**src/rtl/serial_flop_tx_pkg.sv**
```systemverilog
// Shared definitions for the serial flop link: FSM encodings and counter sizing.
// The receive-side block imports this package so both ends decode the same constants.
package serial_flop_tx_pkg;

  typedef enum logic [1:0] {
    ST_IDLE = 2'd0,
    ST_LOW  = 2'd1,
    ST_HIGH = 2'd2
  } state_e;

  // Counter width for values 0..n-1, never narrower than one bit.
  function automatic int unsigned cnt_width(input int unsigned n);
    return (n <= 1) ? 1 : $clog2(n);
  endfunction

endpackage

```
**src/rtl/serial_flop_tx_half_period_counter.sv**
```systemverilog
// Divide-by-DIV counter; tc_o pulses on the last count of each enabled half-period.
// Reusable for any divided lab clock.
module half_period_counter
  import serial_flop_tx_pkg::*;
#(
  parameter int unsigned DIV = 4
) (
  input  logic Clk,
  input  logic Resetn,
  input  logic clear_i,
  input  logic enable_i,
  output logic tc_o
);

  localparam int unsigned   CW   = cnt_width(DIV);
  localparam logic [CW-1:0] LAST = CW'(DIV - 1);

  logic [CW-1:0] cnt_q, cnt_d;

  // NOTE: every variable written here gets a default first, so no path leaves it unassigned (no latch).
  always_comb begin
    cnt_d = cnt_q;
    if (clear_i)       cnt_d = '0;
    else if (enable_i) cnt_d = (cnt_q == LAST) ? '0 : cnt_q + 1'b1;
  end

  // NOTE: sequential state uses non-blocking assignments so all flops update together at the edge.
  always_ff @(posedge Clk or negedge Resetn) begin
    if (!Resetn) cnt_q <= '0;
    else         cnt_q <= cnt_d;
  end

  assign tc_o = enable_i && (cnt_q == LAST);

endmodule

```
**src/rtl/serial_flop_tx.sv**
```systemverilog
// Parallel-in, serial-out transmitter producing a registered SClk/SData pair, MSB first.
// SData only changes as SClk falls, so each SClk rise sees a half-period of setup and hold.
module serial_flop_tx
  import serial_flop_tx_pkg::*;
#(
  parameter int unsigned WIDTH = 8,
  parameter int unsigned DIV   = 4
) (
  input  logic             Clk,
  input  logic             Resetn,
  input  logic             Start,
  input  logic [WIDTH-1:0] Data,
  output logic             Busy,
  output logic             Done,
  output logic             SClk,
  output logic             SData,
  output logic             SFrame
);

  localparam int unsigned    BCW      = cnt_width(WIDTH);
  localparam logic [BCW-1:0] BIT_LAST = BCW'(WIDTH - 1);

  state_e           state_q, state_d;
  logic [WIDTH-1:0] shreg_q, shreg_d, shreg_shift;
  logic [BCW-1:0]   bit_cnt_q, bit_cnt_d;
  logic             busy_q, busy_d, done_q, done_d;
  logic             sclk_q, sclk_d, sdata_q, sdata_d, sframe_q, sframe_d;
  logic             half_tc, last_bit;

  half_period_counter #(.DIV(DIV)) u_half_period_counter (
    .Clk      (Clk),
    .Resetn   (Resetn),
    .clear_i  (state_q == ST_IDLE),
    .enable_i (state_q != ST_IDLE),
    .tc_o     (half_tc)
  );

  assign last_bit    = (bit_cnt_q == BIT_LAST);
  assign shreg_shift = shreg_q << 1;

  always_ff @(posedge Clk or negedge Resetn) begin
    if (!Resetn) state_q <= ST_IDLE;
    else         state_q <= state_d;
  end

  always_comb begin
    state_d = state_q;
    unique case (state_q)
      ST_IDLE: if (Start)   state_d = ST_LOW;
      ST_LOW:  if (half_tc) state_d = ST_HIGH;
      ST_HIGH: if (half_tc) state_d = last_bit ? ST_IDLE : ST_LOW;
      default:              state_d = ST_IDLE;
    endcase
  end

  // Next values of the registered outputs and datapath, decoded from the current state.
  always_comb begin
    shreg_d   = shreg_q;
    bit_cnt_d = bit_cnt_q;
    busy_d    = busy_q;
    done_d    = 1'b0;
    sclk_d    = sclk_q;
    sdata_d   = sdata_q;
    sframe_d  = sframe_q;
    unique case (state_q)
      ST_IDLE: begin
        sclk_d   = 1'b0;
        sdata_d  = 1'b0;
        sframe_d = 1'b0;
        busy_d   = 1'b0;
        if (Start) begin
          shreg_d   = Data;
          sdata_d   = Data[WIDTH-1];
          sframe_d  = 1'b1;
          busy_d    = 1'b1;
          bit_cnt_d = '0;
        end
      end
      ST_LOW: if (half_tc) sclk_d = 1'b1;
      ST_HIGH: begin
        if (half_tc) begin
          sclk_d = 1'b0;
          if (last_bit) begin
            sdata_d  = 1'b0;
            sframe_d = 1'b0;
            busy_d   = 1'b0;
            done_d   = 1'b1;
          end else begin
            bit_cnt_d = bit_cnt_q + 1'b1;
            shreg_d   = shreg_shift;
            sdata_d   = shreg_shift[WIDTH-1];
          end
        end
      end
      default: ;
    endcase
  end

  always_ff @(posedge Clk or negedge Resetn) begin
    if (!Resetn) begin
      shreg_q   <= '0;
      bit_cnt_q <= '0;
      busy_q    <= 1'b0;
      done_q    <= 1'b0;
      sclk_q    <= 1'b0;
      sdata_q   <= 1'b0;
      sframe_q  <= 1'b0;
    end else begin
      shreg_q   <= shreg_d;
      bit_cnt_q <= bit_cnt_d;
      busy_q    <= busy_d;
      done_q    <= done_d;
      sclk_q    <= sclk_d;
      sdata_q   <= sdata_d;
      sframe_q  <= sframe_d;
    end
  end

  assign Busy   = busy_q;
  assign Done   = done_q;
  assign SClk   = sclk_q;
  assign SData  = sdata_q;
  assign SFrame = sframe_q;

endmodule

```
**config.mk**
```make
export PLATFORM = sky130hd
export DESIGN_NAME = serial_flop_tx
export DESIGN_NICKNAME = d
export VERILOG_FILES = /design/src/rtl/serial_flop_tx_pkg.sv /design/src/rtl/serial_flop_tx_half_period_counter.sv /design/src/rtl/serial_flop_tx.sv
export SDC_FILE = /design/constraint.sdc
export NUM_CORES = 1
export LEC_CHECK = 0
export ABC_AREA = 1
export BUFFER_PORTS_ARGS = -buffer_cell sky130_fd_sc_hd__buf_2
export CAP_MARGIN = 25
export CORE_MARGIN = 3
export CORE_UTILIZATION = 60
export CTS_BUF_LIST = sky130_fd_sc_hd__clkbuf_8
export CTS_CLUSTER_DIAMETER = 100
export CTS_CLUSTER_SIZE = 25
export DETAILED_ROUTE_END_ITERATION = 12
export HOLD_SLACK_MARGIN = 0.06
export PLACE_DENSITY_LB_ADDON = 0.25
export REMOVE_ABC_BUFFERS = 1
export SYNTH_ARGS = -nofsm -noshare
export SYNTH_HDL_FRONTEND = slang
export SYNTH_SLANG_ARGS = --single-unit
```
**constraint.sdc**
```tcl
create_clock -name Clk -period 3.05 [get_ports Clk]
set_clock_uncertainty 0.2 [all_clocks]
set_input_delay 0.1525 -clock Clk [delete_from_list [all_inputs] [get_ports Clk]]
set_output_delay 0.1525 -clock Clk [all_outputs]
set_load 0.05 [all_outputs]
```
==> metrics.md <==
| Metric | Value |
|---|---|
| Worst Path Required | `about 3000 ps` |
| Cts hold-fix bufs | `9` |
| Gate Count Post-Synth | `roughly 120` |
| DP Worst Slack | `1360 ps` |
| Cell taking the most area after synthesis | `dfrtp_1` |
| Die Area | `just over 2000 um2` |
| Root buffer cell | `clkbuf_8` |
| H-Tree Depth | `1` |
| Critical path class | `flop to flop` |
| Area contributors post-synth | `dfrtp_1, nand2_1, ha_1` |
| Area Growth Syn to Fin | `24.6%` |
| Die X | `45.0 um` |
| CP endpoint kind | `flop` |
| Post-synthesis area per instance | `7.73 um2` |
| Int Power | `about 570 uW` |
| Drt total wl | `about 2.5 mm` |
| Routability cong. | `approximately 0.85` |
| Predominant post-synthesis flop cell | `dfrtp_1` |
| Synth async-reset ratio | `1.00` |
| Row count | `13` |
| Setup TNS | `0 ps` |
| Min Hold Slack | `about 150 ps` |
| Gate power share | `0.429` |
| Initial antenna violation count | `0` |
| Global route overflow | `0` |
| Crit path DAT | `roughly 1800 ps` |
| Drt pass-1 iters | `4` |
| Tot GR Track Use | `0.291` |
| Pwr dens | `933 nW/um2` |
| Worst-path maximum fanout | `10` |
| Most common cell in the netlist | `nand2_1` |
| Cts bufs inserted | `3` |
| Slowest stage cell, crit path | `dfrtp_1` |
| Vias after detailed routing | `926` |
| Synth Cell Area | `912 um2` |
| Synth Register Bits | `18` |
| Fin util | `0.832` |
| Layout cell share with drive strength beyond 1 | `0.174` |
| Nets | `160` |
| Max-slew headroom | `0.709` |
| ANT cells | `0` |
| CTS tree | `done` |
| DP Wirelength | `1.33 mm` |
| Period minus WS final | `1870 ps` |
| Final WS setup | `around 1200 ps` |
| Setup Viol. Count Final | `0` |
| Initial DRC Count | `68` |
| FF-to-FF Start | `u_half_period_counter.cnt_q[0]` |
| Worst min-delay path class | `input pin to asynchronous set/reset pin` |
| Startpoint Class | `flop` |
| Starting density of the core | `0.668` |
| CTS resizes | `0` |
| Final period util | `0.614` |
| Peak supply drop | `636 uV` |
| Seq/Total Area, Yosys | `0.494` |
| Antenna viol nets, final | `0` |
| Core Area | `1370 um2` |
| Yosys warnings | `0` |
| Largest net degree at the start of global routing | `19` |
| # clock sinks | `18` |
| Leak | `about 0.00064 uW` |
| Slew @ Worst Pin | `435 ps` |
| Status | `completed` |
| Worst path max stage delay | `350 ps` |
| Max Slew Vio Count | `0` |
| Top post-synthesis cells by count | `nand2_1, dfrtp_1, inv_1` |
| Die span in y | `between 40 and 50 um` |
| R2r setup slk | `approximately 1200 ps` |
| Max-cap violations | `0` |
| Global-route wire length before repair | `~4.2 mm` |
| DRC errors left | `0` |
| Vias/cell | `about 5.8` |
| Synth top area share | `0.494` |
| Post-synth cell types | `15` |
| IO buf count | `15` |
| Worst-Skew Late Latency | `about 250 ps` |
| Via count of the first global-routing pass | `856` |
| R2r endpoint | `shreg_q[2]` |
| WL/cell | `about 16 um` |
| Sequential fraction of design power | `0.387` |
| Switching Fraction | `0.459` |
| Clock share of power | `0.184` |
| Clk buf depth | `2` |
| Clock transition at path regs | `roughly 70 ps` |
| IO Pins | `16` |
| Hold Vio Cnt, Final | `0` |
| Post-synth EDFFs | `0` |
| R2r worst-path depth | `6` |
| Post-CTS setup buffer count | `0` |
| Max Clk Rate | `0.534 GHz` |
| Cell Chain, Critical Path | `ha_1 > inv_1 > a21oi_1 > nand3_2 > nand2_1 > nand2_1` |
| P_sw | `approximately 490 uW` |
| RSZ-0062 raised after global routing | `no` |
| Worst path most repeated cell | `nand2_1` |
[power by group through the flow]
stage / registers (uW) / logic (uW) / clock network, uW
2_1_floorplan: 476 / 235 / 0
3_3_place_gp: 400 / 403 / 0
3_5_place_dp: 403 / 419 / 0
4_1_cts: 402 / 430 / 197
5_1_grt: 418 / 501 / 204
6_report: 410 / 455 / 195
[flip-flops by register name (all words and copies together), names as in the netlist]
| signal | cells |
|---|---|
| Done | 1 |
| SClk | 1 |
| SData | 1 |
| SFrame | 1 |
| bit_cnt_q | 3 |
| shreg_q | 7 |
| state_q | 2 |
| u_half_period_counter.cnt_q | 2 |
[final cells by class]
cell class              count  area (um2)
multi-input cells          88         409
repair buffers             24         165
well taps                  15        18.8
clock buffers               4        55.1
fillers                    84         230
inverters                  10        37.5
flip-flops and latches     18         450
[cells in the final DEF, fill, tap and decap left out]
cell	count
a21oi_1	3
buf_2	15
clkbuf_8	4
dfrtp_1	18
dlygate4sd3_1	9
ha_1	4
inv_1	9
inv_2	1
nand2_1	57
nand2_2	2
nand3_1	5
nand3_2	1
nor2_1	8
nor2_4	2
nor3_1	2
o21ai_0	3
o21ai_1	1
[logic make-up (layout without fill, tap and decap cells)]
kind of cell               after synthesis  in the layout  share of synthesized area
DFF                                     18             18                      0.494
buffers and inverters                   12             38                     0.0576
AOI/OAI and AO/OA                        7              7                     0.0384
and+or+nand+nor                         77             77                      0.355
adders and majority gates                4              4                     0.0549
[worst max-delay path by stage]
stage	depth (start not counted)	to	slack, ps	from
after floorplan	7	bit_cnt_q[0]	1550	bit_cnt_q[0]
after global placement	7	shreg_q[6]	1410	bit_cnt_q[0]
after detailed placement	7	shreg_q[4]	1360	bit_cnt_q[0]
after CTS	7	shreg_q[4]	1330	bit_cnt_q[0]
after global routing	6	shreg_q[4]	1090	u_half_period_counter.cnt_q[0]
final	6	shreg_q[2]	1180	u_half_period_counter.cnt_q[0]
[metrics by stage]
| step | area, um2 | instances | total power, uW |
|---|---|---|---|
| after detailed placement | 991 | 146 | 822 |
| after CTS | 1140 | 159 | 1030 |
| final | 1140 | 159 | 1060 |
| after global placement | 991 | 146 | 803 |
| after global routing | 1140 | 159 | 1120 |
| after floorplan | 897 | 116 | 711 |
[routing by layer]
metal | track usage | part of all wire | up-vias
met1 | 0.382 | 0.39 | 423
li1 | - | - | 412
met5 | 0 | 0 | -
met2 | 0.475 | 0.49 | 76
met4 | 0.129 | 0.043 | 0
met3 | 0.0438 | 0.081 | 15
[critical path, delay by kind of cell, from the launching register on]
family / cells / cell delay, ps
AOI/OAI and AO/OA: 1 / 310
adders and majority gates: 1 / 260
buffers and inverters: 1 / 140
DFF: 1 / 350
and+or+nand+nor: 3 / 490
(Power assumes the default switching activity.)
